File: src/rtl/bram_portb_arbiter.sv
// bram_portb_arbiter: shares BRAM port B between a video fetch client and an
// aux read/write client. Video has priority, but aux is forced ahead once it
// has waited STARVE_LIMIT consecutive cycles. Read data returns one cycle
// after the grant and is steered to the client that issued the read.
module bram_portb_arbiter #(
  parameter int ADDR_W       = 16,
  parameter int DATA_W       = 16,
  parameter int STARVE_LIMIT = 8
) (
  input  logic              clk,
  input  logic              reset,
  input  logic              vid_req,
  input  logic [ADDR_W-1:0] vid_addr,
  output logic              vid_gnt,
  output logic              vid_rvalid,
  output logic [DATA_W-1:0] vid_rdata,
  input  logic              aux_req,
  input  logic              aux_we,
  input  logic [ADDR_W-1:0] aux_addr,
  input  logic [DATA_W-1:0] aux_wdata,
  output logic              aux_gnt,
  output logic              aux_rvalid,
  output logic [DATA_W-1:0] aux_rdata,
  output logic [ADDR_W-1:0] addr_b,
  output logic [DATA_W-1:0] data_b,
  output logic              we_b,
  input  logic [DATA_W-1:0] q_b
);

  // Counter must be able to hold the value STARVE_LIMIT itself.
  localparam int CNT_W = ($clog2(STARVE_LIMIT + 1) < 1) ? 1 : $clog2(STARVE_LIMIT + 1);
  localparam logic [CNT_W-1:0] LIMIT_C = CNT_W'(STARVE_LIMIT);
  localparam logic [CNT_W-1:0] ONE_C   = CNT_W'(1);

  logic [CNT_W-1:0]  starve_cnt_r;
  logic              starved_s;
  logic              vid_gnt_s;
  logic              aux_gnt_s;
  logic [ADDR_W-1:0] addr_b_s;
  logic [DATA_W-1:0] data_b_s;
  logic              we_b_s;
  logic              vid_tag_r;
  logic              aux_tag_r;
  logic [DATA_W-1:0] vid_hold_r;
  logic [DATA_W-1:0] aux_hold_r;

  // Pick this cycle's owner; nothing is granted while reset is held low.
  always_comb begin
    starved_s = 1'b0;
    vid_gnt_s = 1'b0;
    aux_gnt_s = 1'b0;
    if (reset == 1'b0) begin
      starved_s = 1'b0;
    end else begin
      starved_s = aux_req && (starve_cnt_r == LIMIT_C);
      if (vid_req && !starved_s) begin
        vid_gnt_s = 1'b1;
      end else if (aux_req) begin
        aux_gnt_s = 1'b1;
      end else begin
        vid_gnt_s = 1'b0;
        aux_gnt_s = 1'b0;
      end
    end
  end

  // Steer the granted client's request onto port B; idle port drives zeros.
  always_comb begin
    addr_b_s = {ADDR_W{1'b0}};
    data_b_s = {DATA_W{1'b0}};
    we_b_s   = 1'b0;
    case ({vid_gnt_s, aux_gnt_s})
      2'b10: begin
        addr_b_s = vid_addr;
      end
      2'b01: begin
        addr_b_s = aux_addr;
        data_b_s = aux_wdata;
        we_b_s   = aux_we;
      end
      default: begin
        addr_b_s = {ADDR_W{1'b0}};
        data_b_s = {DATA_W{1'b0}};
        we_b_s   = 1'b0;
      end
    endcase
  end

  // Count consecutive cycles aux has been kept waiting, saturating at the limit.
  always_ff @(posedge clk or negedge reset) begin
    if (!reset) begin
      starve_cnt_r <= {CNT_W{1'b0}};
    end else if (aux_req && !aux_gnt_s) begin
      if (starve_cnt_r != LIMIT_C) begin
        starve_cnt_r <= starve_cnt_r + ONE_C;
      end else begin
        starve_cnt_r <= starve_cnt_r;
      end
    end else begin
      starve_cnt_r <= {CNT_W{1'b0}};
    end
  end

  // Remember who issued a read so the returning word goes to the right client.
  always_ff @(posedge clk or negedge reset) begin
    if (!reset) begin
      vid_tag_r <= 1'b0;
      aux_tag_r <= 1'b0;
    end else begin
      vid_tag_r <= vid_gnt_s;
      aux_tag_r <= aux_gnt_s && !aux_we;
    end
  end

  // Capture each delivered word so rdata holds it after rvalid drops.
  always_ff @(posedge clk or negedge reset) begin
    if (!reset) begin
      vid_hold_r <= {DATA_W{1'b0}};
      aux_hold_r <= {DATA_W{1'b0}};
    end else begin
      if (vid_tag_r) begin
        vid_hold_r <= q_b;
      end else begin
        vid_hold_r <= vid_hold_r;
      end
      if (aux_tag_r) begin
        aux_hold_r <= q_b;
      end else begin
        aux_hold_r <= aux_hold_r;
      end
    end
  end

  assign vid_gnt    = vid_gnt_s;
  assign aux_gnt    = aux_gnt_s;
  assign addr_b     = addr_b_s;
  assign data_b     = data_b_s;
  assign we_b       = we_b_s;
  assign vid_rvalid = vid_tag_r;
  assign aux_rvalid = aux_tag_r;
  assign vid_rdata  = vid_tag_r ? q_b : vid_hold_r;
  assign aux_rdata  = aux_tag_r ? q_b : aux_hold_r;

endmodule

File: config.mk
export PLATFORM = sky130hd
export DESIGN_NAME = bram_portb_arbiter
export DESIGN_NICKNAME = d
export VERILOG_FILES = /design/src/rtl/bram_portb_arbiter.sv
export SDC_FILE = /design/constraint.sdc
export NUM_CORES = 1
export LEC_CHECK = 0
export CAP_MARGIN = 20
export CORE_UTILIZATION = 37
export CTS_CLUSTER_DIAMETER = 150
export DETAILED_ROUTE_END_ITERATION = 12
export MAX_ROUTING_LAYER = met4
export PLACE_DENSITY = 0.89
export SLEW_MARGIN = 30
export SYNTH_ARGS = -nofsm -noshare
export SYNTH_HDL_FRONTEND = slang
export SYNTH_SLANG_ARGS = --single-unit
File: constraint.sdc
create_clock -name clk -period 6 [get_ports clk]
set_clock_uncertainty 0.1 [all_clocks]
set_input_delay 0.9 -clock clk [delete_from_list [all_inputs] [get_ports clk]]
set_output_delay 0.9 -clock clk [all_outputs]
set_load 0.01 [all_outputs]
==> impl_metrics.env, run 1 <==
export IMPL_ir_worst_vdd_v=0.0001238
export IMPL_nets=365
export IMPL_pwr_share_seq_pct=40.6
export IMPL_clkPwrFrac_pct=27.1
export IMPL_postCtsSetupBuffers=0
export IMPL_wl_per_cell_um=14.54
export IMPL_setup_viol=0
export IMPL_setup_tns_ns=0
export IMPL_grt_antenna_before_repair=0
export IMPL_syn_cell_area_sq_um=1858
export IMPL_io_pins=138
export IMPL_period_minus_slack_ns=4.199
export IMPL_slew_violations=0
export IMPL_core_sq_um=4786
export IMPL_clkSlewWorstSetupHoldPaths_ns=0.07
export IMPL_crit_top_cell="clkdlybuf4s50_1"
export IMPL_grt_first_pass_wirelength_mm=8.142
export IMPL_fill_cells=362
export IMPL_dp_hpwl_mm=4.079
export IMPL_setup_slack_ns=1.801
export IMPL_status="finished, final reports clean"
export IMPL_path_cells="clkdlybuf4s50_1, nand2_1, a21o_2, inv_1, ha_2, a22oi_1, nor2_1, clkdlybuf4s50_1"
export IMPL_yosys_warnings=0
export IMPL_gp_congestion=0.7750
export IMPL_fp_row_count=25
export IMPL_start_kind="input port"
export IMPL_critPathMaxStageDelay_ns=0.55
export IMPL_rsz0062_at_grt="false"
export IMPL_drt_iter0_drc=65
export IMPL_whs_ns=0.3948
export IMPL_dpl_cell_area_sq_um=3259
export IMPL_via_per_inst=4.731
export IMPL_p_leak_uw=0.001375
export IMPL_die_h_um=72.87
export IMPL_power_frac_comb_pct=32.3
export IMPL_ant_nets=0
export IMPL_numCtsBuffers=5
export IMPL_min_period_over_period_pct=69.98
export IMPL_tightestPinTransition_ns=0.7335
export IMPL_synth_seq_cells=38
export IMPL_grt_total_usage_pct=21.25
export IMPL_slew_headroom_pct=51.10
export IMPL_diodes=0
export IMPL_cts_hold_buf=0
export IMPL_cp_slowest_cell="clkdlybuf4s50_1"
export IMPL_dp_slack_ns=1.472
export IMPL_clock_path_buffers=2
export IMPL_clkLatencyLatePin_ns=0.28
export IMPL_endpoint_kind="primary output"
export IMPL_synth_seq_area_share_pct=51.18
export IMPL_overflow=0
export IMPL_vias=1703
export IMPL_layout_common_cells="136 x clkdlybuf4s50_1, 38 x dfrtp_1, 32 x mux2_2, 18 x nor2_1, 17 x and2_1"
export IMPL_fin_area_sq_um=3371
export IMPL_htreeDepth=2
export IMPL_io_buffers=137
export IMPL_routed_wl_mm=5.233
export IMPL_synthDistinctLibCells=22
export IMPL_dieArea_sq_um=5309
export IMPL_grt_pass1_vias=1720
export IMPL_firstDrtPassIters=4
export IMPL_hold_class="register to register"
export IMPL_swShare_pct=24.60
export IMPL_cts_sinks=38
export IMPL_maxCapViolCount=0
export IMPL_root_buffer="clkbuf_8"
export IMPL_arrival_ns=3.20
export IMPL_cts_resized=0
export IMPL_cts_tree="yes"
export IMPL_chipWidth_um=72.87
export IMPL_p_sw_uw=187.9
export IMPL_crit_type="input port to primary output"
export IMPL_max_freq_ghz=0.2382
export IMPL_syn_nets=231
export IMPL_drc=0
export IMPL_synthCells=158
export IMPL_crit_required_ns=5.00
export IMPL_internal_power_uw=576.0
export IMPL_area_growth_pct=81.41
export IMPL_grt_max_degree=44
export IMPL_p_per_area_nw_per_um2=226.6
export IMPL_layout_drive_gt1_share_pct=15.70
export IMPL_layout_commonest_cell="clkdlybuf4s50_1"
export IMPL_avgSynthCellArea_sq_um=11.76
export IMPL_hold_viol=0
export IMPL_cp_max_fo=33
export IMPL_start_util_pct=38.82
synth_stat cells:
library cell   n  area, sq um
a21boi_1       2        15.01
xnor2_1        1        8.760
and2_1        17        106.4
dfrtp_1       38        950.9
nand2_1        2        7.510
a21o_2         1        8.760
nand3b_4       1        20.02
or3_1          2        12.51
nand2b_1       1        6.260
nand3_1        5        25.02
buf_4          2        15.01
buf_2          5        25.02
clkbuf_1       3        11.26
clkbuf_2       1        5.000
nor2_1        18        67.56
ha_1           4        50.05
mux2_2        32        360.4
a22oi_1       16        120.1
inv_1          3        11.26
and3_1         2        12.51
xor2_1         1        8.760
and3b_2        1        10.01
registers in the layout, summed over array words and instances (netlist names):
name / cells
aux_hold_r: 16
vid_hold_r: 16
starve_cnt_r: 4
aux_rvalid: 1
vid_rvalid: 1
path summary, 6_finish.rpt:
kind,from,end,slack (ns),depth (start not counted)
setup / recovery,aux_req,addr_b[1],1.80,8
setup reg to reg,starve_cnt_r[0]$_DFFE_PN0P_,starve_cnt_r[0]$_DFFE_PN0P_,4.52,5
hold / removal,vid_hold_r[12]$_DFF_PN0_,vid_hold_r[12]$_DFF_PN0_,0.39,1
hold reg to reg,vid_hold_r[12]$_DFF_PN0_,vid_hold_r[12]$_DFF_PN0_,0.39,1
max in group asynchronous,reset,aux_hold_r[9]$_DFF_PN0_,4.83,2
min in group asynchronous,reset,vid_hold_r[14]$_DFF_PN0_,0.63,2
metrics by stage:
stage,std cells,utilization (%),power [uW]
final,360,70.43,763.8
after global routing,360,70.43,803.0
after CTS,360,70.38,771.1
after detailed placement,352,68.10,564.2
after global placement,352,68.10,557.6
after floorplan,158,-,407.0
power groups by stage:
stage	clock network (uW)	registers (uW)	logic (uW)
after global placement	0	313	245
after detailed placement	0	316	248
after floorplan	0	309	98.0
after CTS	211	311	249
after global routing	224	315	264
final	207	310	247
critical path: cells and delay by family:
| kind | cells | cell delay [ns] |
|---|---|---|
| AOI/OAI and AO/OA | 2 | 0.39 |
| adders and majority gates | 1 | 0.49 |
| buffers and inverters | 3 | 1.19 |
| and+or+nand+nor | 2 | 0.21 |
area by class of cell:
type                       instances  area (sq um)  share of cell area, %
clock inverter                     3         40.04                  1.188
inverter                           3         11.26                 0.3341
timing repair buffer             138          1374                  40.76
multi-input combinational        106         842.1                  24.98
clock buffer                       5         68.82                  2.042
tap                               67         83.83                  2.487
sequential                        38         950.9                  28.21
per-layer routing:
layer | GRT usage (%) | part of all wire, %
met1 | 25.78 | 42
met2 | 35.72 | 52
met3 | 3.867 | 5.9
met4 | 7.190 | 0.97
met5 | - | 0
logic make-up after synthesis:
logic type	count (synthesis)	share of synthesized area (%)
xor gates and xnor gates	2	0.9429
muxes	32	19.39
DFF	38	51.18
AOI/OAI and AO/OA	19	7.744
and+or+nand+nor	49	14.41
adders and majority gates	4	2.694
buffers and inverters	14	3.636
(Power assumes the default switching activity.)
==> inputs of run 2 (changes only) <==
Settings changed: CORE_UTILIZATION 37 to 34, PLACE_DENSITY 0.89 to 0.83.
Clock period 6 ns to 4.25 ns, I/O delays scaled along.
==> run 2 against run 1 <==
Compared with the run above: utilization decreased by 5.1 points; wire length grew 6.5%; first-iteration DRC count is 23% lower; cell count increased by 1.1%; via count grew 1.4%; sequential cell count is the same; critical path type unchanged.
==> impl_metrics.env, run 2 (synthesis gave the netlist of run 1 again) <==
export IMPL_status="finished, final reports clean"
export IMPL_cts_sinks=38
export IMPL_vias=1727
export IMPL_overflow=0
export IMPL_hold_class="input port to async pin"
export IMPL_min_period_over_period_pct=89.19
export IMPL_multi_input_area_sq_um=839.6
export IMPL_gp_congestion=0.8005
export IMPL_grt_total_usage_pct=20.85
export IMPL_grt_antenna_before_repair=0
export IMPL_clock_path_buffers=2
export IMPL_period_minus_slack_ns=3.791
export IMPL_postCtsSetupBuffers=0
export IMPL_grt_max_degree=32
export IMPL_start_kind="input port"
export IMPL_drt_iter0_drc=50
export IMPL_fp_row_count=26
export IMPL_nets=366
export IMPL_max_freq_ghz=0.2638
export IMPL_drc=0
export IMPL_dp_hpwl_mm=4.363
export IMPL_grt_pass1_vias=1923
export IMPL_endpoint_kind="primary output"
export IMPL_htreeDepth=2
export IMPL_cts_tree="yes"
export IMPL_rsz0062_at_grt="false"
export IMPL_p_leak_uw=0.001382
export IMPL_setup_tns_ns=0
export IMPL_slew_violations=0
export IMPL_die_h_um=75.93
export IMPL_slew_headroom_pct=47.93
export IMPL_arrival_ns=3.05
export IMPL_area_growth_pct=81.89
export IMPL_maxCapViolCount=0
export IMPL_io_buffers=137
export IMPL_layout_commonest_cell="clkdlybuf4s50_1"
export IMPL_ant_nets=0
export IMPL_cts_resized=0
export IMPL_io_pins=138
export IMPL_firstDrtPassIters=4
export IMPL_p_per_area_nw_per_um2=320.0
export IMPL_clkLatencyLatePin_ns=0.28
export IMPL_start_util_pct=35.92
export IMPL_setup_viol=0
export IMPL_rr_startpoint="aux_rvalid$_DFF_PN0_"
export IMPL_via_per_inst=4.745
export IMPL_crit_type="input port to primary output"
export IMPL_finalPower_uw=1081
export IMPL_postLayoutCoreUtil_pct=65.34
export IMPL_numCtsBuffers=5
export IMPL_dieArea_sq_um=5765
export IMPL_clkSlewWorstSetupHoldPaths_ns=0.07
export IMPL_fill_cells=421
export IMPL_layout_top_registers="aux_hold_r x16, vid_hold_r x16, starve_cnt_r x4"
export IMPL_root_buffer="clkbuf_8"
export IMPL_layout_common_cells="136 x clkdlybuf4s50_1, 38 x dfrtp_1, 32 x mux2_2, 18 x nor2_1, 17 x and2_1"
export IMPL_ir_worst_vdd_v=0.0001319
export IMPL_cp_max_fo=20
export IMPL_wl_per_cell_um=15.31
export IMPL_grt_first_pass_wirelength_mm=9.121
export IMPL_layout_drive_gt1_share_pct=15.65
export IMPL_routed_wl_mm=5.574
export IMPL_crit_required_ns=3.51
export IMPL_crit_start="aux_req"
export IMPL_seq_area_sq_um=950.9
export IMPL_hold_viol=0
export IMPL_diodes=0
export IMPL_cts_hold_buf=0
export IMPL_tightestPinTransition_ns=0.7811
export IMPL_core_sq_um=5172
export IMPL_chipWidth_um=75.93
run 2: cell types whose count changed in the layout (fill, tap and decap cells not counted), sizes merged:
cell / previous run / this run
buf: 2 / 3
run 2: per-layer routing:
layer  track usage, %  part of all wire (%)
met5                -                     0
met4            6.154                  0.99
met3            4.458                   5.8
met2            37.91                    54
met1            22.75                    40
run 2: worst paths after layout:
check	end	slack, ns	depth (start not counted)
max	addr_b[8]	0.46	9
min	vid_rvalid$_DFF_PN0_	0.14	1
max reg2reg	aux_hold_r[9]$_DFF_PN0_	2.74	1
min reg2reg	aux_hold_r[12]$_DFF_PN0_	0.40	1
max in group asynchronous	starve_cnt_r[2]$_DFFE_PN0P_	3.23	2
min in group clk	aux_hold_r[12]$_DFF_PN0_	0.40	1
run 2: power breakdown:
part           switching, uW  internal (uW)
Clock                    120            173
Sequential              19.0            419
Combinational            129            222
Total                    268            813
run 2: metrics by stage:
step / cells / setup slack (ns) / hold WS [ns] / instance area (sq um)
floorplan: 158 / 1.610 / 0.2419 / 1858
global placement: 356 / 0.5434 / 0.3786 / 3271
detailed placement: 356 / 0.4644 / 0.3835 / 3271
CTS: 364 / 0.4649 / 0.1398 / 3379
global route: 364 / 0.2700 / 0.1439 / 3379
finish: 364 / 0.4595 / 0.1422 / 3379
run 2: final cells by class:
| cell class | instances | area share (%) |
|---|---|---|
| repair buffers | 139 | 40.87 |
| flip-flops and latches | 38 | 28.14 |
| multi-input cells | 106 | 24.84 |
| well taps | 70 | 2.592 |
| clock buffers | 5 | 2.036 |
| clock inverters | 3 | 1.185 |
| inverters | 3 | 0.3332 |
run 2: worst max-delay path, cell delays in order:
cell,delay [ns]
clkdlybuf4s50_1,0.55
nand2_1,0.07
a21o_2,0.22
inv_1,0.07
ha_1,0.36
buf_4,0.30
a22oi_1,0.11
nor2_1,0.14
clkdlybuf4s50_1,0.58
==> inputs of run 3 (changes only) <==
Settings changed: RECOVER_POWER from default to 50.
==> run 3 against run 2 <==
Compared with the run above: the flow now finishes with violations (max-capacitance violations, max-slew violations); sequential power about the same; global-route usage unchanged; sequential share of layout area hardly changed; first-iteration DRC count grew 6.0%.
==> impl_metrics.env, run 3 (synthesis gave the netlist of run 1 again) <==
export IMPL_crit_start="aux_req"
export IMPL_ir_worst_vdd_v=0.0001315
export IMPL_io_pins=138
export IMPL_grt_first_pass_wirelength_mm=9.121
export IMPL_period_minus_slack_ns=3.859
export IMPL_status="finished, violations left"
export IMPL_rr_startpoint="aux_rvalid$_DFF_PN0_"
export IMPL_gp_congestion=0.8005
export IMPL_cts_hold_buf=0
export IMPL_clkLatencyLatePin_ns=0.28
export IMPL_start_util_pct=35.92
export IMPL_start_kind="input port"
export IMPL_setup_tns_ns=0
export IMPL_layout_top_registers="aux_hold_r x16, vid_hold_r x16, starve_cnt_r x4"
export IMPL_p_leak_uw=0.001388
export IMPL_fp_row_count=26
export IMPL_arrival_ns=3.12
export IMPL_rr_worst_depth=1
export IMPL_firstDrtPassIters=4
export IMPL_min_period_over_period_pct=90.79
export IMPL_chipWidth_um=75.93
export IMPL_root_buffer="clkbuf_8"
export IMPL_rr_endpoint="aux_hold_r[14]$_DFF_PN0_"
export IMPL_via_per_inst=4.766
export IMPL_dp_hpwl_mm=4.363
export IMPL_grt_max_degree=32
export IMPL_cp_max_fo=20
export IMPL_ant_nets=0
export IMPL_layout_drive_gt1_share_pct=6.803
export IMPL_violations="max-capacitance violations, max-slew violations"
export IMPL_htreeDepth=2
export IMPL_area_growth_pct=81.68
export IMPL_nets=366
export IMPL_cts_resized=0
export IMPL_vias=1735
export IMPL_drt_iter0_drc=53
export IMPL_postCtsSetupBuffers=0
export IMPL_tightestPinTransition_ns=1.556
export IMPL_crit_required_ns=3.51
export IMPL_overflow=0
export IMPL_layout_commonest_cell="clkdlybuf4s50_1"
export IMPL_diodes=0
export IMPL_cts_sinks=38
export IMPL_routed_wl_mm=5.584
export IMPL_cts_tree="yes"
export IMPL_maxCapViolCount=1
export IMPL_grt_pass1_vias=1923
export IMPL_rsz0062_at_grt="false"
export IMPL_hold_viol=0
export IMPL_slew_headroom_pct=-3.766
export IMPL_layout_common_cells="135 x clkdlybuf4s50_1, 38 x dfrtp_1, 25 x mux2_1, 18 x nor2_1, 17 x and2_1"
export IMPL_wl_per_cell_um=15.34
export IMPL_core_sq_um=5172
export IMPL_numCtsBuffers=5
export IMPL_p_per_area_nw_per_um2=316.9
export IMPL_dieArea_sq_um=5765
export IMPL_clkSlewWorstSetupHoldPaths_ns=0.07
export IMPL_grt_total_usage_pct=20.85
export IMPL_grt_antenna_before_repair=0
export IMPL_crit_type="input port to primary output"
export IMPL_postLayoutCoreUtil_pct=65.26
export IMPL_drc=0
export IMPL_io_buffers=137
export IMPL_endpoint_kind="primary output"
export IMPL_setup_viol=0
export IMPL_max_freq_ghz=0.2592
export IMPL_die_h_um=75.93
export IMPL_clock_path_buffers=2
export IMPL_slew_violations=32
export IMPL_whs_ns=0.1442
export IMPL_hold_class="input port to async pin"
export IMPL_ff2ff_setup_slack_ns=2.74
-- run 3: routing by layer --
| metal | vias to the layer above | global-route usage [%] | part of all wire, % |
|---|---|---|---|
| li1 | 813 | - | - |
| met1 | 827 | 22.75 | 40 |
| met2 | 91 | 37.91 | 53 |
| met3 | 4 | 4.458 | 5.9 |
| met4 | 0 | 6.154 | 0.98 |
| met5 | - | - | 0 |
-- run 3: report_power, final --
| group | switching, uW | internal, uW | total [uW] | leakage, uW |
|---|---|---|---|---|
| clock | 120 | 173 | 293 | 0.0000579 |
| combinational | 130 | 211 | 340 | 0.000870 |
| sequential | 18.0 | 419 | 437 | 0.000460 |
-- run 3: layout make-up --
class	instances	area, sq um
Clock buffer	5	68.82
Clock inverter	3	40.04
Fill cell	423	1797
Inverter	3	11.26
Multi-Input combinational cell	106	839.6
Sequential cell	38	950.9
Tap cell	70	87.58
Timing Repair Buffer	139	1378
-- run 3: per-stage QoR --
step	worst slack (ns)	cells	total power, uW	area (sq um)
finish	0.3915	364	1070	3376
global route	0.1973	364	1129	3376
CTS	0.4649	364	1098	3379
detailed placement	0.4644	356	800.7	3271
global placement	0.5434	356	789.3	3271
floorplan	1.610	158	574.5	1858
-- run 3: worst max-delay path: stages --
cell	delay (ns)
dlygate4sd3_1	0.63
nand2_1	0.07
a21o_2	0.22
inv_1	0.07
ha_1	0.36
buf_4	0.30
a22oi_1	0.11
nor2_1	0.14
clkdlybuf4s50_1	0.58
-- run 3: worst max-delay path by stage --
stage / endpoint / slack (ns) / depth (start not counted)
4_1_cts: addr_b[8] / 0.46 / 9
6_report: addr_b[8] / 0.39 / 9
3_3_place_gp: addr_b[9] / 0.54 / 9
3_5_place_dp: addr_b[8] / 0.46 / 9
2_1_floorplan: addr_b[1] / 1.61 / 10
5_1_grt: addr_b[8] / 0.20 / 9
